`src/rtl/vedic_mac_12.sv`:
```
`default_nettype none
// ============================================================================
// Module      : mult_12x12
// Description : 12x12 unsigned multiplier, Urdhva-Tiryagbhyam (vertical and
//               crosswise) style. Operands are split into three 4-bit digits.
//               Every digit-pair product is weighted by its column (i+j) and
//               summed. The result is the full 24-bit product.
// Ports       : a [11:0] in  - multiplicand
//               b [11:0] in  - multiplier
//               p [23:0] out - a*b
// Revision    : 1.0 - initial release
// ============================================================================
module mult_12x12 (
   input  logic [11:0] a,
   input  logic [11:0] b,
   output logic [23:0] p
);

   logic [7:0]  w_pp;
   logic [23:0] w_sum;

   always_comb begin
      w_sum = 24'd0;
      w_pp  = 8'd0;
      for (int i = 0; i < 3; i++) begin
         for (int j = 0; j < 3; j++) begin
            w_pp  = 8'(a[4*i +: 4]) * 8'(b[4*j +: 4]);
            // Column weight is 16^(i+j). The total never exceeds 24 bits.
            w_sum = w_sum + (24'(w_pp) << (4 * (i + j)));
         end
      end
      p = w_sum;
   end

endmodule

// ============================================================================
// Module      : vedic_mac_12
// Description : Multiply-accumulate engine. A run starts with start/len while
//               the block is idle. It then takes len a/b pairs (len 0 means
//               256) through a valid/ready handshake. Each product is first
//               registered, then added to the accumulator one cycle later.
//               The run's sum and a sticky carry-out flag are held until
//               downstream accepts them.
// Ports       : clk, rst_n     - clock / synchronous active-low reset
//               start, len     - launch a run of len pairs (sampled in IDLE)
//               in_valid/ready - operand handshake, a/b 12-bit unsigned
//               out_valid/ready- result handshake
//               acc_out, ovf   - accumulated sum (mod 2^ACC_W), carry flag
//               busy           - high whenever not IDLE
// Revision    : 1.0 - initial release
// ============================================================================
module vedic_mac_12 #(
   parameter int ACC_W = 32
) (
   input  logic             clk,
   input  logic             rst_n,
   input  logic             start,
   input  logic [7:0]       len,
   input  logic             in_valid,
   output logic             in_ready,
   input  logic [11:0]      a,
   input  logic [11:0]      b,
   output logic             out_valid,
   input  logic             out_ready,
   output logic [ACC_W-1:0] acc_out,
   output logic             ovf,
   output logic             busy
);

   typedef enum logic [1:0] {
      ST_IDLE  = 2'd0,
      ST_RUN   = 2'd1,
      ST_DRAIN = 2'd2,
      ST_DONE  = 2'd3
   } state_t;

   state_t           state_q, state_d;
   logic [8:0]       cnt_q, cnt_d;        // 9 bits so a len of 0 can hold 256
   logic [23:0]      prod_q, prod_d;      // stage-1 product register
   logic             prod_vld_q, prod_vld_d;
   logic [ACC_W-1:0] acc_q, acc_d;
   logic             ovf_q, ovf_d;

   logic [23:0]      w_prod;
   logic             w_accept;
   logic [ACC_W:0]   w_add;               // extra MSB captures the carry-out

   mult_12x12 u_mult_12x12 (
      .a (a),
      .b (b),
      .p (w_prod)
   );

   assign w_accept = (state_q == ST_RUN) && in_valid;
   assign w_add    = {1'b0, acc_q} + {{(ACC_W + 1 - 24){1'b0}}, prod_q};

   always_comb begin
      state_d    = state_q;
      cnt_d      = cnt_q;
      prod_d     = prod_q;
      prod_vld_d = w_accept;
      acc_d      = acc_q;
      ovf_d      = ovf_q;

      if (w_accept) begin
         prod_d = w_prod;
      end

      // Stage 2: fold the registered product into the accumulator.
      if (prod_vld_q) begin
         acc_d = w_add[ACC_W-1:0];
         ovf_d = ovf_q | w_add[ACC_W];
      end

      case (state_q)
         ST_IDLE: begin
            if (start) begin
               state_d    = ST_RUN;
               cnt_d      = (len == 8'd0) ? 9'd256 : {1'b0, len};
               acc_d      = '0;
               ovf_d      = 1'b0;
               prod_vld_d = 1'b0;
            end
         end
         ST_RUN: begin
            if (w_accept) begin
               cnt_d = cnt_q - 9'd1;
               if (cnt_q == 9'd1) begin
                  state_d = ST_DRAIN;
               end
            end
         end
         ST_DRAIN: begin
            // The last product is added on the first DRAIN cycle. Leave once
            // the pipeline is empty, so out_valid appears two edges after the
            // final acceptance.
            if (!prod_vld_q) begin
               state_d = ST_DONE;
            end
         end
         ST_DONE: begin
            if (out_ready) begin
               state_d = ST_IDLE;
            end
         end
         default: state_d = ST_IDLE;
      endcase
   end

   always_ff @(posedge clk) begin
      if (!rst_n) begin
         state_q    <= ST_IDLE;
         cnt_q      <= 9'd0;
         prod_q     <= 24'd0;
         prod_vld_q <= 1'b0;
         acc_q      <= '0;
         ovf_q      <= 1'b0;
      end else begin
         state_q    <= state_d;
         cnt_q      <= cnt_d;
         prod_q     <= prod_d;
         prod_vld_q <= prod_vld_d;
         acc_q      <= acc_d;
         ovf_q      <= ovf_d;
      end
   end

   assign in_ready  = (state_q == ST_RUN);
   assign out_valid = (state_q == ST_DONE);
   assign busy      = (state_q != ST_IDLE);
   assign acc_out   = acc_q;
   assign ovf       = ovf_q;

endmodule
`default_nettype wire

```
`config.mk`:
```
export PLATFORM = sky130hd
export DESIGN_NAME = vedic_mac_12
export DESIGN_NICKNAME = d
export VERILOG_FILES = /design/src/rtl/vedic_mac_12.sv
export SDC_FILE = /design/constraint.sdc
export NUM_CORES = 1
export LEC_CHECK = 0
export BUFFER_PORTS_ARGS = -buffer_cell sky130_fd_sc_hd__buf_4
export CAP_MARGIN = 20
export CORE_MARGIN = 8
export CORE_UTILIZATION = 28
export DETAILED_ROUTE_END_ITERATION = 6
export GPL_ROUTABILITY_DRIVEN = 0
export HOLD_SLACK_MARGIN = 0.12
export PLACE_DENSITY_LB_ADDON = 0.25
export RECOVER_POWER = 100
export SLEW_MARGIN = 25
export SYNTH_ARGS = -nofsm -noshare
export SYNTH_HDL_FRONTEND = slang
export SYNTH_SLANG_ARGS = --single-unit
```
`constraint.sdc`:
```
create_clock -name clk -period 11.9 [get_ports clk]
set_input_delay 2.38 -clock clk [delete_from_list [all_inputs] [get_ports clk]]
set_output_delay 2.38 -clock clk [all_outputs]
set_load 0.02 [all_outputs]
```
# After elaboration in Yosys (flattened, before gate mapping)

Index checks and enable logic that the tools add are counted.

Bits in registers: 69
Word-level logic and storage cells: 60
Input port bits: 37
Output and inout port bits: 36

Eq/ne operators: 9
Reductions and logical operators: 7
Multipliers: 9
Bitwise operators: 1
Add/sub/neg operators: 10
Muxes and demuxes: 18

Operators with widths:

| operator                                                                 | count |
|---|---|
| 32-bit two-way mux                                                       | 3 |
| 24-bit by 16-bit adder with 24-bit output                                | 3 |
| 4-bit by 4-bit multiplier with 8-bit output                              | 9 |
| 24-bit by 20-bit adder with 24-bit output                                | 2 |
| 32-bit by 24-bit adder with 33-bit output                                | 1 |
| 9-bit two-way mux                                                        | 3 |
| 24-bit by 12-bit adder with 24-bit output                                | 1 |
| 24-bit adder                                                             | 1 |
| 9-bit case mux with 2 select lines                                       | 1 |
| 8-bit by 12-bit adder with 13-bit output                                 | 1 |
| 2-bit two-way mux                                                        | 5 |
| 9-bit by 1-bit equality test with 1-bit output (second input constant)   | 1 |
| 9-bit by 1-bit subtractor with 9-bit output (second input constant)      | 1 |
| 8-bit logical NOT                                                        | 1 |
| 2-bit case mux with 4 select lines                                       | 1 |
| 2-bit by 1-bit inequality test with 1-bit output (second input constant) | 3 |
| 1-bit two-way mux                                                        | 5 |
| 5-bit AND reduction                                                      | 1 |
| 2-bit equality test (second input constant)                              | 2 |
| 2-bit inequality test (second input constant)                            | 2 |
| 2-bit nonzero test                                                       | 2 |
| 3-bit AND reduction                                                      | 1 |
| 2-bit by 1-bit equality test with 1-bit output (second input constant)   | 1 |
| 2-bit logical NOT                                                        | 1 |
| 2 further kinds                                                          | 2 |

# Longest topological paths before layout

Word-level depth: 9
Mapped depth: 30
Gate-level depth less buffers: 29

# By module

From an unflattened synthesis, not the netlist that was laid out.

Cells, all modules: 1225
Area total of the unflattened synthesis: 10269.8 um2

By module, submodules not included:

| module       | cells each | sequential area each (um2) | times used | area an instance (um2) |
|---|---|---|---|---|
| mult_12x12   | 693        | 0.0                        | 1          | 5883.1 |
| vedic_mac_12 | 532        | 1381.3                     | 1          | 4386.7 |

# Worst setup path before layout

No wires, ideal clock.

Kind: input -> register
From: input b[3]
To: register prod_q[22]
Setup time: 75 ps
Data required time: 11825 ps
Buffers on the path: 1
Path slack: 2794 ps
Arrival: 9032 ps
Cell stages on the path: 28
Cell sequence: clkbuf_1 nand2_1 fa_1 inv_1 fa_1 fa_1 inv_1 fa_1 inv_1 a21oi_1 o21bai_1 a21o_1 a21o_1 nand3_1 xor2_1 fa_1 fa_1 fa_1 inv_1 ha_1 o21a_1 o211a_1 a221oi_1 o21ai_0 a21o_1 nand2_1 mux2_2 o22ai_1

Longest elaborated chain between the ends: 9
Elaborated cells between the ends (all ways): 11
Those cells by class: 8 x add/sub; 3 x mul

RTL lines:

| what                                          | line | RTL |
|---|---|---|
| from (decl)                                   | 63   | `input logic [11:0] b,` |
| 4-bit by 4-bit multiplier with 8-bit output   | 27   | `w_pp = 8'(a[4*i +: 4]) * 8'(b[4*j +: 4]);` |
| 8-bit by 12-bit adder with 13-bit output      | 29   | `w_sum = w_sum + (24'(w_pp) << (4 * (i + j)));` |
| 24-bit by 16-bit adder with 24-bit output     | 29   |  |
| 24-bit by 12-bit adder with 24-bit output     | 29   |  |
| 24-bit by 16-bit adder with 24-bit output     | 29   |  |
| 24-bit by 20-bit adder with 24-bit output     | 29   |  |
| 24-bit by 16-bit adder with 24-bit output (*) | 29   |  |
| 24-bit by 20-bit adder with 24-bit output (*) | 29   |  |
| 24-bit adder (*)                              | 29   |  |
| to (signal assigned)                          | 162  | `prod_q <= prod_d;` |
| to (decl)                                     | 80   | `logic [23:0] prod_q, prod_d;` |

Mark *: on every way between the ends. The rest lies on a longest branch, timed or not.
A chain may end at the register's enable or synchronous reset.

# Worst setup path in the final report

From: input a[0]
To: register prod_q[22]

Longest elaborated chain between the ends: 9
Elaborated cells between the ends (all ways): 11
Those cells by class: 8 x add/sub; 3 x mul

RTL lines:

| what                                          | line | RTL |
|---|---|---|
| from (decl)                                   | 62   | `input logic [11:0] a,` |
| 4-bit by 4-bit multiplier with 8-bit output   | 27   |  |
| 8-bit by 12-bit adder with 13-bit output      | 29   |  |
| 24-bit by 16-bit adder with 24-bit output (*) | 29   |  |
| 24-bit by 12-bit adder with 24-bit output (*) | 29   |  |
| 24-bit by 16-bit adder with 24-bit output (*) | 29   |  |
| 24-bit by 20-bit adder with 24-bit output (*) | 29   |  |
| 24-bit by 16-bit adder with 24-bit output (*) | 29   |  |
| 24-bit by 20-bit adder with 24-bit output (*) | 29   |  |
| 24-bit adder (*)                              | 29   |  |

Marked as above.

==> run_results.csv <==
group,metric,value,unit
critical_path,rr_endpoint,"cnt_q[0]",
pwr,peakVddDrop,0.129,mV
yosys,synth_seq_cells,69,
clocking,cts.sinks,69,
clocking,cts_resized,0,
timing,fin_setup_tns,0,ps
pwr,power.internal,1070,uW
yosys,async_flop_share,0,%
pwr,seqPwrFrac,15.1,%
yosys,avgSynthCellArea,8.38,um2
critical_path,slowest_stage,"fa_1",
routing,drt-initial-drc-count,270,
timing,rsz0062_at_grt,"false",
critical_path,slowest_delay,550,ps
clocking,post_cts_buffers,0,
floorplan,io_pins,73,
run,cap_violations,1,
placement,port_buffers,72,
pwr,clkPwrFrac,14.2,%
yosys,synth_area,10100,um2
pwr,leakagePower,0.00532,uW
timing,fin_crit,9390,ps
clocking,cts_tree,"done",
clocking,root_buffer,"clkbuf_16",
global_routing,grt_overflow,0,
yosys,synth_top_area_share,23.1,%
yosys,synth.area.top_cells,"ha_1 23%, fa_1 14%, dfxtp_1 14%",
pwr,switching_share,47.0,%
critical_path,regToRegStartpoint,"state_q[1]",
layout,layout.cells.non_filler,1705,
yosys,yosysSeqAreaShare,13.7,%
critical_path,crit_buf_inv,5,
layout,antenna-diode-count,0,
yosys,synth_edf_count,0,
critical_path,critPathRequiredTime,12140,ps
placement,dp_cells,1689,
floorplan,dieWidth,206,um
pwr,combPwrFrac,70.7,%
critical_path,path_max_fanout,12,
timing,worst_slew_pin_slew,1560,ps
global_routing,antenna_found_initial,0,
clocking,cts.path.max_buffers,2,
yosys,yosysWarningCount,0,
yosys,yosys.cell_types.count,70,
clocking,worst_skew_pair.late_latency,340,ps
yosys,synth_top_cell_by_area,"ha_1",
routing,drc,0,
floorplan,coreArea,35500,um2
critical_path,critical_path.top_delay_family,"adder cells",
yosys,synth_fp_nets,1497,
worst_hold_path,holdPathEnd,"prod_q[7]",
global_routing,grt_pass1_vias,7880,
run_status,status,"finished with violations",
clocking,htree_levels,3,
pwr,power_density,182,nW/um2
routing,ant_nets,0,
layout,drive_gt1_share,5.14,%
timing,post-route-period-util,78.9,%
floorplan,start_util,28.4,%
routing,dr.pass1.iters,5,
worst_hold_path,hold_class,"flip-flop to flip-flop",
global_routing,grt_first_pass_wirelength,40300,um
critical_path,cpMostUsedCell,"fa_1",
critical_path,timing.reg2reg.setup_slack,8780,ps
global_routing,track_usage,11.5,%
routing,vias,7961,
clocking,clkTransAtPathRegs,60,ps
worst_hold_path,min_from,"prod_q[7]",
timing,fin_skew,15.4,ps
timing,slew_viol_final,34,
run_status,violations,"capacitance limit, slew limit",
worst_hold_path,whs_path_depth,2,
placement,dp_slack,2470,ps
yosys,postSynthCellCount,1204,
layout,fin_nets,1532,
clocking,hold_buffers,0,
pwr,power.switching,953,uW
global_routing,grt_max_degree,36,
timing,final-hold-violation-count,0,
timing,setup_viol,0,
clocking,numCtsBuffers,9,
layout,area_growth_syn_to_layout,10.1,%
layout,finish.utilization,31.3,%
critical_path,startpoint_type,"input port",
critical_path,critPathKind,"input port to flip-flop",
floorplan,rows,69,
timing,holdWs,461,ps
critical_path,cp.arrival,9630,ps
routing,routed_wl,24400,um
timing,slew_headroom,-4.27,%
timing,fmax,106,MHz
critical_path,r2r_cells,7,
floorplan,dieArea,42300,um2
routing,via_per_inst,4.67,
critical_path,endpoint_kind,"flip-flop",
timing,worst_slack,2510,ps
placement,dp_hpwl,20300,um
routing,wire_per_inst,14.3,um
floorplan,dieHeight,206,um
yosys,synthFlopType,"dfxtp_1",
==> layout by cell type (no fill, tap or decap), types with 3 or more instances in the layout <==
cell,Yosys,layout
clkbuf_1,40,44
a21oi_1,92,92
nand3_1,21,21
nand4_1,5,5
xnor2_1,55,55
nor4_1,3,3
a31oi_1,10,10
a211oi_1,13,13
and4_1,3,3
o21bai_1,13,13
inv_1,133,133
and3_1,5,5
nor2b_1,8,8
o22ai_1,4,4
xor2_1,15,15
nor3b_1,8,8
buf_4,0,33
a211o_1,4,4
o21ai_0,28,28
a21o_1,30,30
nor2_1,62,62
clkbuf_16,0,9
nor3_1,10,10
mux2i_1,17,17
dfxtp_1,69,69
or4_1,3,3
nand2_1,126,127
fa_1,70,70
and2_1,92,92
nand2b_1,8,8
o21a_1,9,9
ha_1,186,186
nand3b_1,5,5
==> Yosys cell counts, types with 15 or more instances <==
cell type / instances
dfxtp_1: 69
and2_1: 92
nor2_1: 62
mux2i_1: 17
inv_1: 133
nand3_1: 21
o21ai_0: 28
fa_1: 70
xnor2_1: 55
nand2_1: 126
clkbuf_1: 40
xor2_1: 15
a21o_1: 30
ha_1: 186
a21oi_1: 92
==> tightest hold or removal path, stage by stage, from the launching register on <==
cell and delay [ps]:
dfxtp_1 310, nand2_1 50, a21oi_1 50
==> layout make-up <==
cell class / count / area, um2
well taps: 461 / 577
fillers: 3786 / 24400
clock inverters: 5 / 85.1
flip-flops and latches: 69 / 1380
inverters: 134 / 503
repair buffers: 75 / 405
clock buffers: 11 / 233
multi-input cells: 950 / 7930
==> through the flow <==
step	area, um2	power [uW]
5_1_grt	11100	2280
4_1_cts	11300	2070
3_3_place_gp	11000	1760
3_5_place_dp	11000	1760
2_1_floorplan	10100	1470
6_report	11100	2030
==> how the worst max path moves through the flow <==
stage          from          to  slack (ps)  cells past startpoint
2_1_floorplan  b[3]  prod_q[22]        2790                     28
3_3_place_gp   a[0]  prod_q[22]        2540                     28
3_5_place_dp   a[0]  prod_q[22]        2470                     28
4_1_cts        a[0]  prod_q[22]        2790                     28
5_1_grt        a[0]  prod_q[22]        2000                     28
6_report       a[0]  prod_q[22]        2510                     28
==> kinds of logic (layout without fill, tap and decap cells) <==
kind of cell | Yosys count | count (layout) | share of synthesized area [%]
AND/OR/NAND/NOR | 367 | 367 | 18.1
adder cells (fa/ha/maj) | 256 | 256 | 37.0
AO/OA/AOI/OAI | 239 | 239 | 15.7
buffers and inverters | 185 | 225 | 7.70
XOR/XNOR | 70 | 70 | 6.08
flip-flops | 69 | 69 | 13.7
multiplexers | 18 | 18 | 1.80
==> power by group through the flow <==
stage / Clock [uW] / Sequential [uW] / Combinational, uW
after floorplan: 0 / 302 / 1160
after global placement: 0 / 312 / 1450
after detailed placement: 0 / 313 / 1450
after CTS: 299 / 308 / 1460
after global routing: 309 / 314 / 1650
final: 288 / 307 / 1430
==> metal layers <==
layer / wire length (um) / global-route usage, % / vias up
met1: 12600 / 16.2 / 3726
met3: 514 / 1.43 / 12
met5: 0 / 0 / -
li1: - / - / 4147
met4: 220 / 2.41 / 0
met2: 11000 / 18.7 / 76
==> registers in the layout, indices dropped and copies added, names as in the netlist <==
name        count
acc_out        32
cnt_q           9
ovf             1
prod_q         24
prod_vld_q      1
state_q         2
Power figures use the tool's default switching activity.
